### config.mk
export PLATFORM = sky130hd
export DESIGN_NAME = stack_sequencer_flat
export DESIGN_NICKNAME = d
export VERILOG_FILES = /design/src/rtl/stack_mem_if.sv /design/src/rtl/stack_sequencer.sv /design/src/flat_wrapper.sv
export SDC_FILE = /design/constraint.sdc
export NUM_CORES = 1
export LEC_CHECK = 0
export CAP_MARGIN = 20
export CORE_MARGIN = 8
export CORE_UTILIZATION = 41
export CTS_CLUSTER_SIZE = 10
export DETAILED_ROUTE_END_ITERATION = 12
export PLACE_DENSITY = 0.75
export SETUP_SLACK_MARGIN = 0.4
export SLEW_MARGIN = 20
export SYNTH_ARGS = -nofsm -noshare
export SYNTH_HDL_FRONTEND = slang
export SYNTH_SLANG_ARGS = --single-unit
### constraint.sdc
create_clock -name clk -period 1.8 [get_ports clk]
set_input_delay 0.36 -clock clk [delete_from_list [all_inputs] [get_ports clk]]
set_output_delay 0.36 -clock clk [all_outputs]
set_load 0.02 [all_outputs]
### src/rtl/stack_mem_if.sv
// Request/acknowledge memory port used for 6502 page-1 stack traffic.
// The sequencer is the master; memory (or a bus bridge) is the slave.
interface stack_mem_if;
    logic        mem_req;
    logic        mem_we;
    logic [15:0] mem_addr;
    logic [7:0]  mem_wdata;
    logic [7:0]  mem_rdata;
    logic        mem_ack;

    modport master (
        output mem_req, mem_we, mem_addr, mem_wdata,
        input  mem_rdata, mem_ack
    );

    modport slave (
        input  mem_req, mem_we, mem_addr, mem_wdata,
        output mem_rdata, mem_ack
    );
endinterface

### src/rtl/stack_sequencer.sv
// Multi-byte push/pull sequencer for the 6502 hardware stack: owns S and walks
// 1..3 byte PHA/PHP, JSR and BRK/IRQ stack transfers over a req/ack memory port.
module stack_sequencer #(
    parameter logic [7:0] STACK_PAGE = 8'h01,
    parameter logic [7:0] RESET_SP   = 8'hFD
) (
    input  logic               clk,
    input  logic               reset,
    input  logic               push_start,
    input  logic               pull_start,
    input  logic [1:0]         count,
    input  logic [23:0]        push_data,
    input  logic               sp_load,
    input  logic [7:0]         sp_data,
    output logic [7:0]         sp_out,
    output logic [23:0]        pull_data,
    output logic               busy,
    output logic               done,
    stack_mem_if.master        mem
);

    typedef enum logic [1:0] {IDLE, PUSH, PULL, FIN} state_t;

    state_t      state_reg, state_next;
    logic [7:0]  sp_reg, sp_next;
    logic [23:0] data_reg, data_next;
    logic [1:0]  count_reg, count_next;
    logic [1:0]  index_reg, index_next;
    logic [23:0] pull_data_reg;
    logic        pull_clear;
    logic        pull_we;

    logic [7:0]  push_bytes [0:2];
    logic [7:0]  cur_byte;
    logic [7:0]  sp_inc;
    logic [7:0]  sp_dec;
    logic        last_byte;

    logic        mem_req_c;
    logic        mem_we_c;
    logic [15:0] mem_addr_c;
    logic [7:0]  mem_wdata_c;

    assign sp_inc    = sp_reg + 8'd1;
    assign sp_dec    = sp_reg - 8'd1;
    assign last_byte = (index_reg == (count_reg - 2'd1));

    genvar gi;
    generate
        for (gi = 0; gi < 3; gi++) begin : g_lane
            assign push_bytes[gi] = data_reg[8*gi +: 8];

            // Each pulled byte lands in its own lane; an accepted pull wipes all lanes.
            always_ff @(posedge clk) begin
                if (reset) begin
                    pull_data_reg[8*gi +: 8] <= 8'h00;
                end else if (pull_clear) begin
                    pull_data_reg[8*gi +: 8] <= 8'h00;
                end else if (pull_we && (index_reg == 2'(gi))) begin
                    pull_data_reg[8*gi +: 8] <= mem.mem_rdata;
                end
            end
        end
    endgenerate

    always_comb begin
        case (index_reg)
            2'd0:    cur_byte = push_bytes[0];
            2'd1:    cur_byte = push_bytes[1];
            default: cur_byte = push_bytes[2];
        endcase
    end

    always_ff @(posedge clk) begin
        if (reset) begin
            state_reg <= IDLE;
            sp_reg    <= RESET_SP;
            data_reg  <= 24'h0;
            count_reg <= 2'd0;
            index_reg <= 2'd0;
        end else begin
            state_reg <= state_next;
            sp_reg    <= sp_next;
            data_reg  <= data_next;
            count_reg <= count_next;
            index_reg <= index_next;
        end
    end

    always_comb begin
        state_next  = state_reg;
        sp_next     = sp_reg;
        data_next   = data_reg;
        count_next  = count_reg;
        index_next  = index_reg;
        pull_clear  = 1'b0;
        pull_we     = 1'b0;
        busy        = 1'b1;
        done        = 1'b0;
        mem_req_c   = 1'b0;
        mem_we_c    = 1'b0;
        mem_addr_c  = 16'h0000;
        mem_wdata_c = 8'h00;

        case (state_reg)
            IDLE: begin
                busy = 1'b0;
                // SP load wins and swallows any start presented alongside it.
                if (sp_load) begin
                    sp_next = sp_data;
                end else if (push_start && (count != 2'd0)) begin
                    data_next  = push_data;
                    count_next = count;
                    index_next = 2'd0;
                    state_next = PUSH;
                end else if (pull_start && (count != 2'd0)) begin
                    data_next  = push_data;
                    count_next = count;
                    index_next = 2'd0;
                    pull_clear = 1'b1;
                    state_next = PULL;
                end
            end
            PUSH: begin
                mem_req_c   = 1'b1;
                mem_we_c    = 1'b1;
                mem_addr_c  = {STACK_PAGE, sp_reg};
                mem_wdata_c = cur_byte;
                if (mem.mem_ack) begin
                    sp_next    = sp_dec;
                    index_next = index_reg + 2'd1;
                    if (last_byte) state_next = FIN;
                end
            end
            PULL: begin
                // The 6502 stack is empty-descending, so a pull reads S+1.
                mem_req_c  = 1'b1;
                mem_addr_c = {STACK_PAGE, sp_inc};
                if (mem.mem_ack) begin
                    sp_next    = sp_inc;
                    pull_we    = 1'b1;
                    index_next = index_reg + 2'd1;
                    if (last_byte) state_next = FIN;
                end
            end
            FIN: begin
                done       = 1'b1;
                state_next = IDLE;
            end
            default: state_next = IDLE;
        endcase
    end

    assign mem.mem_req   = mem_req_c;
    assign mem.mem_we    = mem_we_c;
    assign mem.mem_addr  = mem_addr_c;
    assign mem.mem_wdata = mem_wdata_c;
    assign sp_out        = sp_reg;
    assign pull_data     = pull_data_reg;

endmodule

### src/flat_wrapper.sv
// flat-port wrapper written by rule: the top's interface ports become plain ports
module stack_sequencer_flat 
#(
    parameter logic [7:0] STACK_PAGE = 8'h01,
    parameter logic [7:0] RESET_SP   = 8'hFD
)
  (clk, reset, push_start, pull_start, count, push_data, sp_load, sp_data, sp_out, pull_data, busy, done, mem_mem_req, mem_mem_we, mem_mem_addr, mem_mem_wdata, mem_mem_rdata, mem_mem_ack);
  stack_mem_if mem_i ();
  input  logic clk;
  input  logic reset;
  input  logic push_start;
  input  logic pull_start;
  input  logic [1:0] count;
  input  logic [23:0] push_data;
  input  logic sp_load;
  input  logic [7:0] sp_data;
  output logic [7:0] sp_out;
  output logic [23:0] pull_data;
  output logic busy;
  output logic done;
  output wire logic [$bits(mem_i.mem_req)-1:0] mem_mem_req;
  output wire logic [$bits(mem_i.mem_we)-1:0] mem_mem_we;
  output wire logic [$bits(mem_i.mem_addr)-1:0] mem_mem_addr;
  output wire logic [$bits(mem_i.mem_wdata)-1:0] mem_mem_wdata;
  input wire logic [$bits(mem_i.mem_rdata)-1:0] mem_mem_rdata;
  input wire logic [$bits(mem_i.mem_ack)-1:0] mem_mem_ack;
  assign mem_mem_req = mem_i.mem_req;
  assign mem_mem_we = mem_i.mem_we;
  assign mem_mem_addr = mem_i.mem_addr;
  assign mem_mem_wdata = mem_i.mem_wdata;
  assign mem_i.mem_rdata = mem_mem_rdata;
  assign mem_i.mem_ack = mem_mem_ack;
  stack_sequencer #(.STACK_PAGE(STACK_PAGE), .RESET_SP(RESET_SP)) u_core (.clk(clk), .reset(reset), .push_start(push_start), .pull_start(pull_start), .count(count), .push_data(push_data), .sp_load(sp_load), .sp_data(sp_data), .sp_out(sp_out), .pull_data(pull_data), .busy(busy), .done(done), .mem(mem_i));
endmodule
==> impl_metrics.tcl <==
set metrics [dict create \
    status "finished, violations left" \
    violations "negative setup slack" \
    final_antenna_net_count 0 \
    synthCells 407 \
    stdcell_area_mm2 0.00657 \
    cts_buffers 9 \
    dp_hpwl_um 7600 \
    vias 3806 \
    num_rows 32 \
    ys.warnings.count 0 \
    die_width_um 104 \
    p_leak_nw 2.86 \
    hold_buffers 0 \
    min_path_type "flop to flop" \
    start_kind "flop" \
    syn_avg_cell_area_um2 7.87 \
    ys.flop_type "dfxtp_1" \
    final_nets 652 \
    end_kind "flop" \
    layout.cells.most_common "buf_4" \
    power_w 0.0106 \
    critPathMaxFanout 8 \
    rsz0062_at_grt "true" \
    syn-cell-area_mm2 0.00320 \
    wl_per_cell_um 20.1 \
    multi_input_area_mm2 0.00279 \
    area_delta_synth_final_pct 105 \
    drtPass1Iterations 4 \
    place_area_mm2 0.00513 \
    fin_crit_ps 1990 \
    drc_errors 0 \
    fin_ws_ps -193 \
    cts_max_level 3 \
    cts-root-buf "clkbuf_8" \
    gp_congestion 0.809 \
    cp.required_ps 2030 \
    yosysUniqueCellTypes 47 \
    clk_latency_ps 350 \
    final-seq-area_mm2 0.00128 \
    max_freq_ghz 0.502 \
    design.die.area_mm2 0.0109 \
    cts_tree "yes" \
    portBuffers 100 \
    drt_iter0_drc 200 \
    synth_edf_count 0 \
    diodes 0 \
    grt_antenna_before_repair 0 \
    core-area_mm2 0.00765 \
    initial_core_util_pct 41.9 \
    drive_gt1_share_pct 56.9 \
    ys_seq_elements 62 \
    nFillCells 390 \
    crit_type "flop to flop" \
    grt_pass1_vias 4142 \
    setup_viol 21 \
    pin_count 108 \
    maxCapViolCount 0 \
    hold_violations 0 \
    async_flop_share_pct 0 \
    grt_pass1_wl_um 20900 \
    clock_skew_ps 7.80 \
    place_inst 644 \
    viasPerCell 5.44 \
    pre_cts_ws_ps -329 \
    layout_common_cells "buf_4 (62), buf_6 (54), dfxtp_1 (50)" \
    hold_ws_ps 490 \
    timing.final.crit_share_pct 111 \
    maxSlewViolCount 0 \
    clk_path_buf_depth 2 \
    grt_max_degree 39 \
    cellPowerDensity_mw_per_mm2 1610 \
    max-vdd-ir-drop_mv 1.43 \
    cts_sinks 62 \
    ys_seq_area_share_pct 38.7 \
    grtUsageTotal_pct 23.6 \
    gr-total-overflow 0 \
    wirelength_um 14100 \
    layoutNonFillerInstCount 700 \
    critPathArrivalTime_ps 2220 \
    dieHeight_um 104 \
    path_clk_slew_ps 70 \
]
final timing paths:
path	startpoint	endpoint	slack, ps	cells past startpoint
worst max register to register	u_core.state_reg[0]	u_core.sp_out[2]	-190	10
worst min register to register	u_core.data_reg[8]	u_core.data_reg[8]	490	2
worst min-delay path	u_core.data_reg[8]	u_core.data_reg[8]	490	2
worst max-delay path	u_core.state_reg[0]	u_core.sp_out[2]	-190	10
cell usage after synthesis, drive strengths merged (5+ instances only):
master	n	area, µm²
nand2	79	297
inv	12	45.0
o21ai	13	65.1
buf	25	164
clkbuf	11	43.8
ha	10	125
dfxtp	62	1240
xnor2	5	43.8
nor2	46	173
a22oi	11	82.6
a21oi	46	230
mux2i	26	260
nand3	10	62.6
nor3	9	50.1
power by group:
group	total, W	switching [W]	internal (W)	leakage [nW]
clock	0.00130	0.000561	0.000738	0.109
sequential	0.00186	0.000234	0.00163	0.508
combinational	0.00740	0.00377	0.00363	2.24
what timing repair did:
item / in CTS / in global routing
setup buffers: 30 / 7
endpoints found under the setup margin: 115 / 109
pin swaps: 69 / 49
endpoints found under the hold margin: 0 / 0
resized for setup: 367 / 90
gates cloned: 4 / 0
critical path, cell delays in order, from the launching register on:
cell      delay [ps]
dfxtp_4          380
inv_6             50
ha_4             210
buf_6            130
buf_6            120
buf_8            130
a221o_1          310
o311a_1          120
a211o_1          240
o21ai_2           80
nand2b_1          90
through the flow:
stage | utilization, % | setup TNS [ps]
after floorplan | - | 0
after global placement | 67.0 | -4600
after detailed placement | 67.0 | -6270
after CTS | 82.3 | -2160
after global routing | 85.9 | -3560
final | 85.9 | -2330
cell type report:
class                   count  share of cell area (%)
clock buffers              14                    3.12
clock inverters             1                  0.0952
inverters                  12                    1.22
multi-input cells         303                    42.4
flip-flops and latches     62                    19.5
well taps                 102                    1.94
repair buffers            206                    31.7
per-layer routing:
| metal | global-route usage [%] | up-vias | share of wire, % |
|---|---|---|---|
| met5 | 0 | - | 0 |
| met4 | 6.51 | 0 | 1.7 |
| li1 | - | 1770 | - |
| met2 | 42.1 | 151 | 54 |
| met1 | 26.3 | 1864 | 38 |
| met3 | 7.37 | 21 | 6.6 |
cell families after synthesis:
kind of cell,share of synthesized area (%)
AOI/OAI and AO/OA,18.6
other,0.117
muxes,8.12
and+or+nand+nor,20.7
xor gates and xnor gates,1.91
buffers and inverters,7.89
adders and majority gates,3.90
DFF,38.7
Power figures use the tool's default switching activity.
